`config.mk`:
```
export PLATFORM = sky130hd
export DESIGN_NAME = program_loader
export DESIGN_NICKNAME = d
export VERILOG_FILES = /design/src/rtl/program_loader.sv
export SDC_FILE = /design/constraint.sdc
export NUM_CORES = 1
export LEC_CHECK = 0
export BUFFER_PORTS_ARGS = -buffer_cell sky130_fd_sc_hd__buf_2
export CAP_MARGIN = 20
export CORE_MARGIN = 3
export CORE_UTILIZATION = 50
export CTS_BUF_LIST = sky130_fd_sc_hd__clkbuf_2
export DETAILED_ROUTE_END_ITERATION = 12
export HOLD_SLACK_MARGIN = 0.03
export PLACE_DENSITY = 0.8
export SETUP_SLACK_MARGIN = 0.1
export SLEW_MARGIN = 20
export SYNTH_ARGS = -nofsm -noshare
export SYNTH_HDL_FRONTEND = slang
export SYNTH_SLANG_ARGS = --single-unit
```
`constraint.sdc`:
```
create_clock -name clock_i -period 1.5 [get_ports clock_i]
set_input_delay 0.3 -clock clock_i [delete_from_list [all_inputs] [get_ports clock_i]]
set_output_delay 0.3 -clock clock_i [all_outputs]
set_load 0.005 [all_outputs]
```
`src/rtl/program_loader.sv`:
```
// Boot loader: takes a length-prefixed byte stream, writes it into program memory from address 0, then releases the CPU reset.
// Optional trailing checksum byte is enabled by defining LOADER_CHECKSUM_EN.
module program_loader #(
  parameter int ADDR_WIDTH   = 4,
  parameter int DATA_WIDTH   = 8,
  parameter int RESET_CYCLES = 5
) (
  input  logic                  clock_i,
  input  logic                  reset_i,
  input  logic                  start_i,
  input  logic                  in_valid_i,
  input  logic [DATA_WIDTH-1:0] in_data_i,
  output logic                  in_ready_o,
  output logic [ADDR_WIDTH-1:0] mem_address_o,
  output logic [DATA_WIDTH-1:0] mem_data_o,
  output logic                  mem_write_o,
  output logic                  cpu_reset_o,
  output logic                  busy_o,
  output logic                  done_o,
  output logic                  error_o,
  output logic [2:0]            state_o
);

  // Handshake: a byte moves on a rising edge where in_valid_i & in_ready_o;
  // in_ready_o depends on the state register only, never on in_valid_i.

  localparam int CNT_W = (RESET_CYCLES < 2) ? 1 : $clog2(RESET_CYCLES + 1);
  localparam logic [ADDR_WIDTH:0] DEPTH = {1'b1, {ADDR_WIDTH{1'b0}}};

  typedef enum logic [2:0] {
    S_IDLE = 3'd0,
    S_LEN  = 3'd1,
    S_DATA = 3'd2,
`ifdef LOADER_CHECKSUM_EN
    S_CSUM = 3'd3,
`endif
    S_HOLD = 3'd4,
    S_RUN  = 3'd5,
    S_ERR  = 3'd6
  } state_e;

  state_e                state_q, state_d;
  logic [ADDR_WIDTH:0]   n_q, n_d;
  logic [ADDR_WIDTH:0]   idx_q, idx_d;
  logic [CNT_W-1:0]      cnt_q, cnt_d;
  logic                  wr_q, wr_d;
  logic [ADDR_WIDTH-1:0] addr_q, addr_d;
  logic [DATA_WIDTH-1:0] data_q, data_d;
`ifdef LOADER_CHECKSUM_EN
  logic [DATA_WIDTH-1:0] sum_q, sum_d;
  logic [DATA_WIDTH-1:0] csum_total;
  assign csum_total = sum_q + in_data_i;
`endif

  logic xfer;
  assign xfer = in_valid_i & in_ready_o;

  always_ff @(posedge clock_i) begin
    if (reset_i) begin
      state_q <= S_IDLE;
      n_q     <= '0;
      idx_q   <= '0;
      cnt_q   <= '0;
      wr_q    <= 1'b0;
      addr_q  <= '0;
      data_q  <= '0;
`ifdef LOADER_CHECKSUM_EN
      sum_q   <= '0;
`endif
    end else begin
      state_q <= state_d;
      n_q     <= n_d;
      idx_q   <= idx_d;
      cnt_q   <= cnt_d;
      wr_q    <= wr_d;
      addr_q  <= addr_d;
      data_q  <= data_d;
`ifdef LOADER_CHECKSUM_EN
      sum_q   <= sum_d;
`endif
    end
  end

  always_comb begin
    state_d = state_q;
    n_d     = n_q;
    idx_d   = idx_q;
    cnt_d   = cnt_q;
    wr_d    = 1'b0;
    addr_d  = addr_q;
    data_d  = data_q;
`ifdef LOADER_CHECKSUM_EN
    sum_d   = sum_q;
`endif
    case (state_q)
      S_IDLE, S_RUN, S_ERR: begin
        if (start_i) state_d = S_LEN;
      end
      S_LEN: begin
        if (xfer) begin
          idx_d = '0;
`ifdef LOADER_CHECKSUM_EN
          sum_d = '0;
`endif
          // A length byte of zero means a full memory image.
          n_d = (in_data_i == '0) ? DEPTH : in_data_i[ADDR_WIDTH:0];
          if (in_data_i > DATA_WIDTH'(DEPTH)) state_d = S_ERR;
          else                                state_d = S_DATA;
        end
      end
      S_DATA: begin
        if (xfer) begin
          wr_d   = 1'b1;
          addr_d = idx_q[ADDR_WIDTH-1:0];
          data_d = in_data_i;
          idx_d  = idx_q + (ADDR_WIDTH+1)'(1);
`ifdef LOADER_CHECKSUM_EN
          sum_d  = sum_q + in_data_i;
          if (idx_d == n_q) state_d = S_CSUM;
`else
          if (idx_d == n_q) begin
            state_d = S_HOLD;
            cnt_d   = CNT_W'(RESET_CYCLES);
          end
`endif
        end
      end
`ifdef LOADER_CHECKSUM_EN
      S_CSUM: begin
        if (xfer) begin
          if (csum_total == '0) begin
            state_d = S_HOLD;
            cnt_d   = CNT_W'(RESET_CYCLES);
          end else begin
            state_d = S_ERR;
          end
        end
      end
`endif
      S_HOLD: begin
        if (cnt_q == '0) state_d = S_RUN;
        else             cnt_d   = cnt_q - CNT_W'(1);
      end
      default: state_d = S_IDLE;
    endcase
  end

  always_comb begin
    in_ready_o  = 1'b0;
    cpu_reset_o = 1'b1;
    busy_o      = 1'b0;
    done_o      = 1'b0;
    error_o     = 1'b0;
    case (state_q)
      S_LEN, S_DATA: begin
        in_ready_o = 1'b1;
        busy_o     = 1'b1;
      end
`ifdef LOADER_CHECKSUM_EN
      S_CSUM: begin
        in_ready_o = 1'b1;
        busy_o     = 1'b1;
      end
`endif
      S_HOLD: busy_o = 1'b1;
      S_RUN: begin
        cpu_reset_o = 1'b0;
        done_o      = 1'b1;
      end
      S_ERR:   error_o = 1'b1;
      default: ;
    endcase
  end

  assign mem_write_o   = wr_q;
  assign mem_address_o = addr_q;
  assign mem_data_o    = data_q;
  assign state_o       = state_q;

endmodule

```
==> impl_metrics.env <==
export IMPL_hold_slack_ns=0.165
export IMPL_synthTopCellsByArea="dfxtp_1 (39%), nand2_1 (8.4%), a21oi_1 (8.1%)"
export IMPL_grt_pass1_wl_um=6110
export IMPL_syn_instance_count=184
export IMPL_drt_initial_drc_count=85
export IMPL_io_buffers=32
export IMPL_leakage_nw=0.909
export IMPL_floorplan_rows=19
export IMPL_cts_htree_levels=2
export IMPL_cts_buffers=5
export IMPL_setup_repair_after_global_routing_missed_its_margin="yes"
export IMPL_irDropWorstVdd_mv=1.31
export IMPL_clk_insertion_delay_late_ns=0.38
export IMPL_multiInputGateArea_um2=1060
export IMPL_area_leader_netlist="dfxtp_1"
export IMPL_postLayoutCoreUtil_pct=80.2
export IMPL_drt_wirelength_per_cell_um=17.6
export IMPL_route_vias_total=1623
export IMPL_first_global_vias=1367
export IMPL_num_fill_cells=182
export IMPL_crit_path_start_kind="register"
export IMPL_regArea_um2=596
export IMPL_grt_max_degree=26
export IMPL_ys_warnings_count=0
export IMPL_post_syn_area_um2=1480
export IMPL_critPathMaxStageDelay_ns=0.37
export IMPL_clock_tree_buffer_depth=2
export IMPL_crit_fanout=5
export IMPL_diodes_inserted=0
export IMPL_worst_r2r_startpoint="state_o[2]$_SDFFE_PP0P_"
export IMPL_finalMaxSlewViolations=0
export IMPL_layout_min_cycle_time_ns=1.64
export IMPL_cts_tree="yes"
export IMPL_criticalPathCategory="register to primary output"
export IMPL_yosys_register_bits=29
export IMPL_end_kind="primary output"
export IMPL_status="complete, but fails checks"
export IMPL_worst_pin_slew_ns=0.517
export IMPL_cts_root_buffer="clkbuf_2"
export IMPL_max_cap_viol_count=0
export IMPL_timing_setup_tns_ns=-0.599
export IMPL_hold_path_class="primary input to register"
export IMPL_detailed_place_hpwl_um=2520
export IMPL_vias_per_cell=5.84
export IMPL_report_final_setup_viol=8
export IMPL_worstPathRequired_ns=1.20
export IMPL_netlist_top_cells_count="nand2_1 (33), dfxtp_1 (29), a21oi_1 (24)"
export IMPL_max_clock_freq_mhz=609
export IMPL_dieWidth_um=60.5
export IMPL_clk_pin_slew_worst_paths_ns=0.17
export IMPL_min_period_over_period_pct=109
export IMPL_finalNetCount=262
export IMPL_drcViolationCount=0
export IMPL_main_flop_type_after_synthesis="dfxtp_1"
export IMPL_power_density_cell_area_nw_per_um2=1280
export IMPL_globalRouteOverflowTotal=0
export IMPL_cts_num_sinks=29
export IMPL_final_cell_area_um2=2230
export IMPL_final_hold_viol_count=0
export IMPL_grt_antenna_before_repair=0
export IMPL_totalWireLength_um=4880
export IMPL_critical_path_n_buffers_inverters=3
export IMPL_setup_worst_path_start="state_o[2]$_SDFFE_PP0P_"
export IMPL_synth_most_common_cell="nand2_1"
export IMPL_share_of_the_yosys_chip_area_belonging_to_registers_pct=39.2
export IMPL_grt_total_usage_pct=22.2
export IMPL_slew_headroom_pct=65.5
export IMPL_dp_cells=257
export IMPL_critical_path_cell_chain="buf_6, inv_4, nor2_2, o31a_1, buf_2"
export IMPL_coreArea_um2=2780
export IMPL_die_area_um2=3650
export IMPL_hold_path_startpoint="in_data_i[5]"
export IMPL_finish_cell_count_without_fillers=278
export IMPL_critPathTopFamily="flip-flops"
export IMPL_area_delta_synth_final_pct=50.4
export IMPL_firstDrtPassIters=4
export IMPL_slowest_stage="dfxtp_2"
export IMPL_final_layout_size_suffix_gt1_share_pct=52.6
export IMPL_synthDistinctLibCells=42
export IMPL_dp_area_um2=1790
export IMPL_fin_total_pwr_mw=2.86
export IMPL_finalWeightedCongestion=0.898
export IMPL_violations_in_the_final_reports="setup timing"
export IMPL_timing_clock_skew_ns=0.0267
export IMPL_io_pins=33
export IMPL_crit_arrival_ns=1.34
export IMPL_place_worst_setup_slack_ns=-0.0227
export IMPL_postSynthNetCount=199
export IMPL_synth_async_sr_flop_share_pct=0
export IMPL_initial_utilization_pct=53.3
export IMPL_fin_ws_ns=-0.141
export IMPL_syn_mean_instance_area_um2=8.06
export IMPL_share_of_the_synthesized_area_in_the_top_cell_type_pct=39.2
export IMPL_die_h_um=60.5
export IMPL_post_synth_edffs=0
export IMPL_antenna_left=0
==> power by group <==
group          total, mW  switching, mW  internal [mW]
Clock              0.550          0.279          0.271
Combinational       1.36          0.664          0.696
Sequential         0.955         0.0983          0.857
==> sequential cells by signal, summed over array words and instances, names as in the netlist <==
register	cells
mem_data_o	8
idx_q	5
n_q	5
mem_address_o	4
cnt_q	3
state_o	3
mem_write_o	1
==> final cells by class <==
class | instances | area share (%)
timing repair buffer | 65 | 20.0
clock buffer | 5 | 1.12
tap | 31 | 1.74
clock inverter | 2 | 1.57
inverter | 6 | 1.12
sequential | 29 | 26.7
multi-input combinational | 140 | 47.8
==> tightest hold or removal path, delay by kind of cell <==
| kind | cells | cell delay (ns) |
|---|---|---|
| buf+inv | 1 | 0.11 |
| simple gates | 1 | 0.05 |
| compound gates | 1 | 0.04 |
==> per-layer routing <==
metal	part of all wire, %	vias to the layer above	track usage, %	routed length (µm)
li1	-	762	-	-
met1	39	766	29.1	1920
met2	50	74	37.2	2460
met3	6.1	21	4.47	297
met4	4.1	0	6.50	199
met5	0	-	0	0
==> cell families after synthesis <==
| group | after synthesis | share of synthesized area, % |
|---|---|---|
| mux | 5 | 3.38 |
| simple gates | 76 | 24.3 |
| buf+inv | 15 | 5.15 |
| compound gates | 48 | 20.8 |
| flops | 29 | 39.2 |
| fa+ha+maj | 3 | 2.53 |
| xor+xnor | 8 | 4.73 |
==> final timing paths <==
kind | end | slack, ns | depth (start not counted)
setup / recovery | busy_o | -0.14 | 5
hold / removal | mem_data_o[5]$_SDFFE_PP0P_ | 0.16 | 3
setup reg to reg | cnt_q[2]$_SDFFE_PP0P_ | -0.11 | 6
hold reg to reg | mem_address_o[0]$_SDFFE_PP0P_ | 0.46 | 2
==> cells in the final DEF, fill, tap and decap left out, types with 4 or more instances in the layout <==
master,count
mux2i_1,4
buf_2,32
a21oi_2,7
buf_6,10
nand2_2,6
clkbuf_2,5
xnor2_2,4
dfxtp_1,21
nand2_1,26
buf_4,23
dfxtp_2,6
a21oi_1,17
nor2_1,12
==> timing repair <==
item,CTS,global route
pin swaps,4,21
gates cloned,0,1
buffers inserted,6,7
endpoints found under the hold margin,0,0
hold buffers,0,0
gates resized for setup,29,47
setup endpoints to repair,31,28
(Power assumes the default switching activity.)
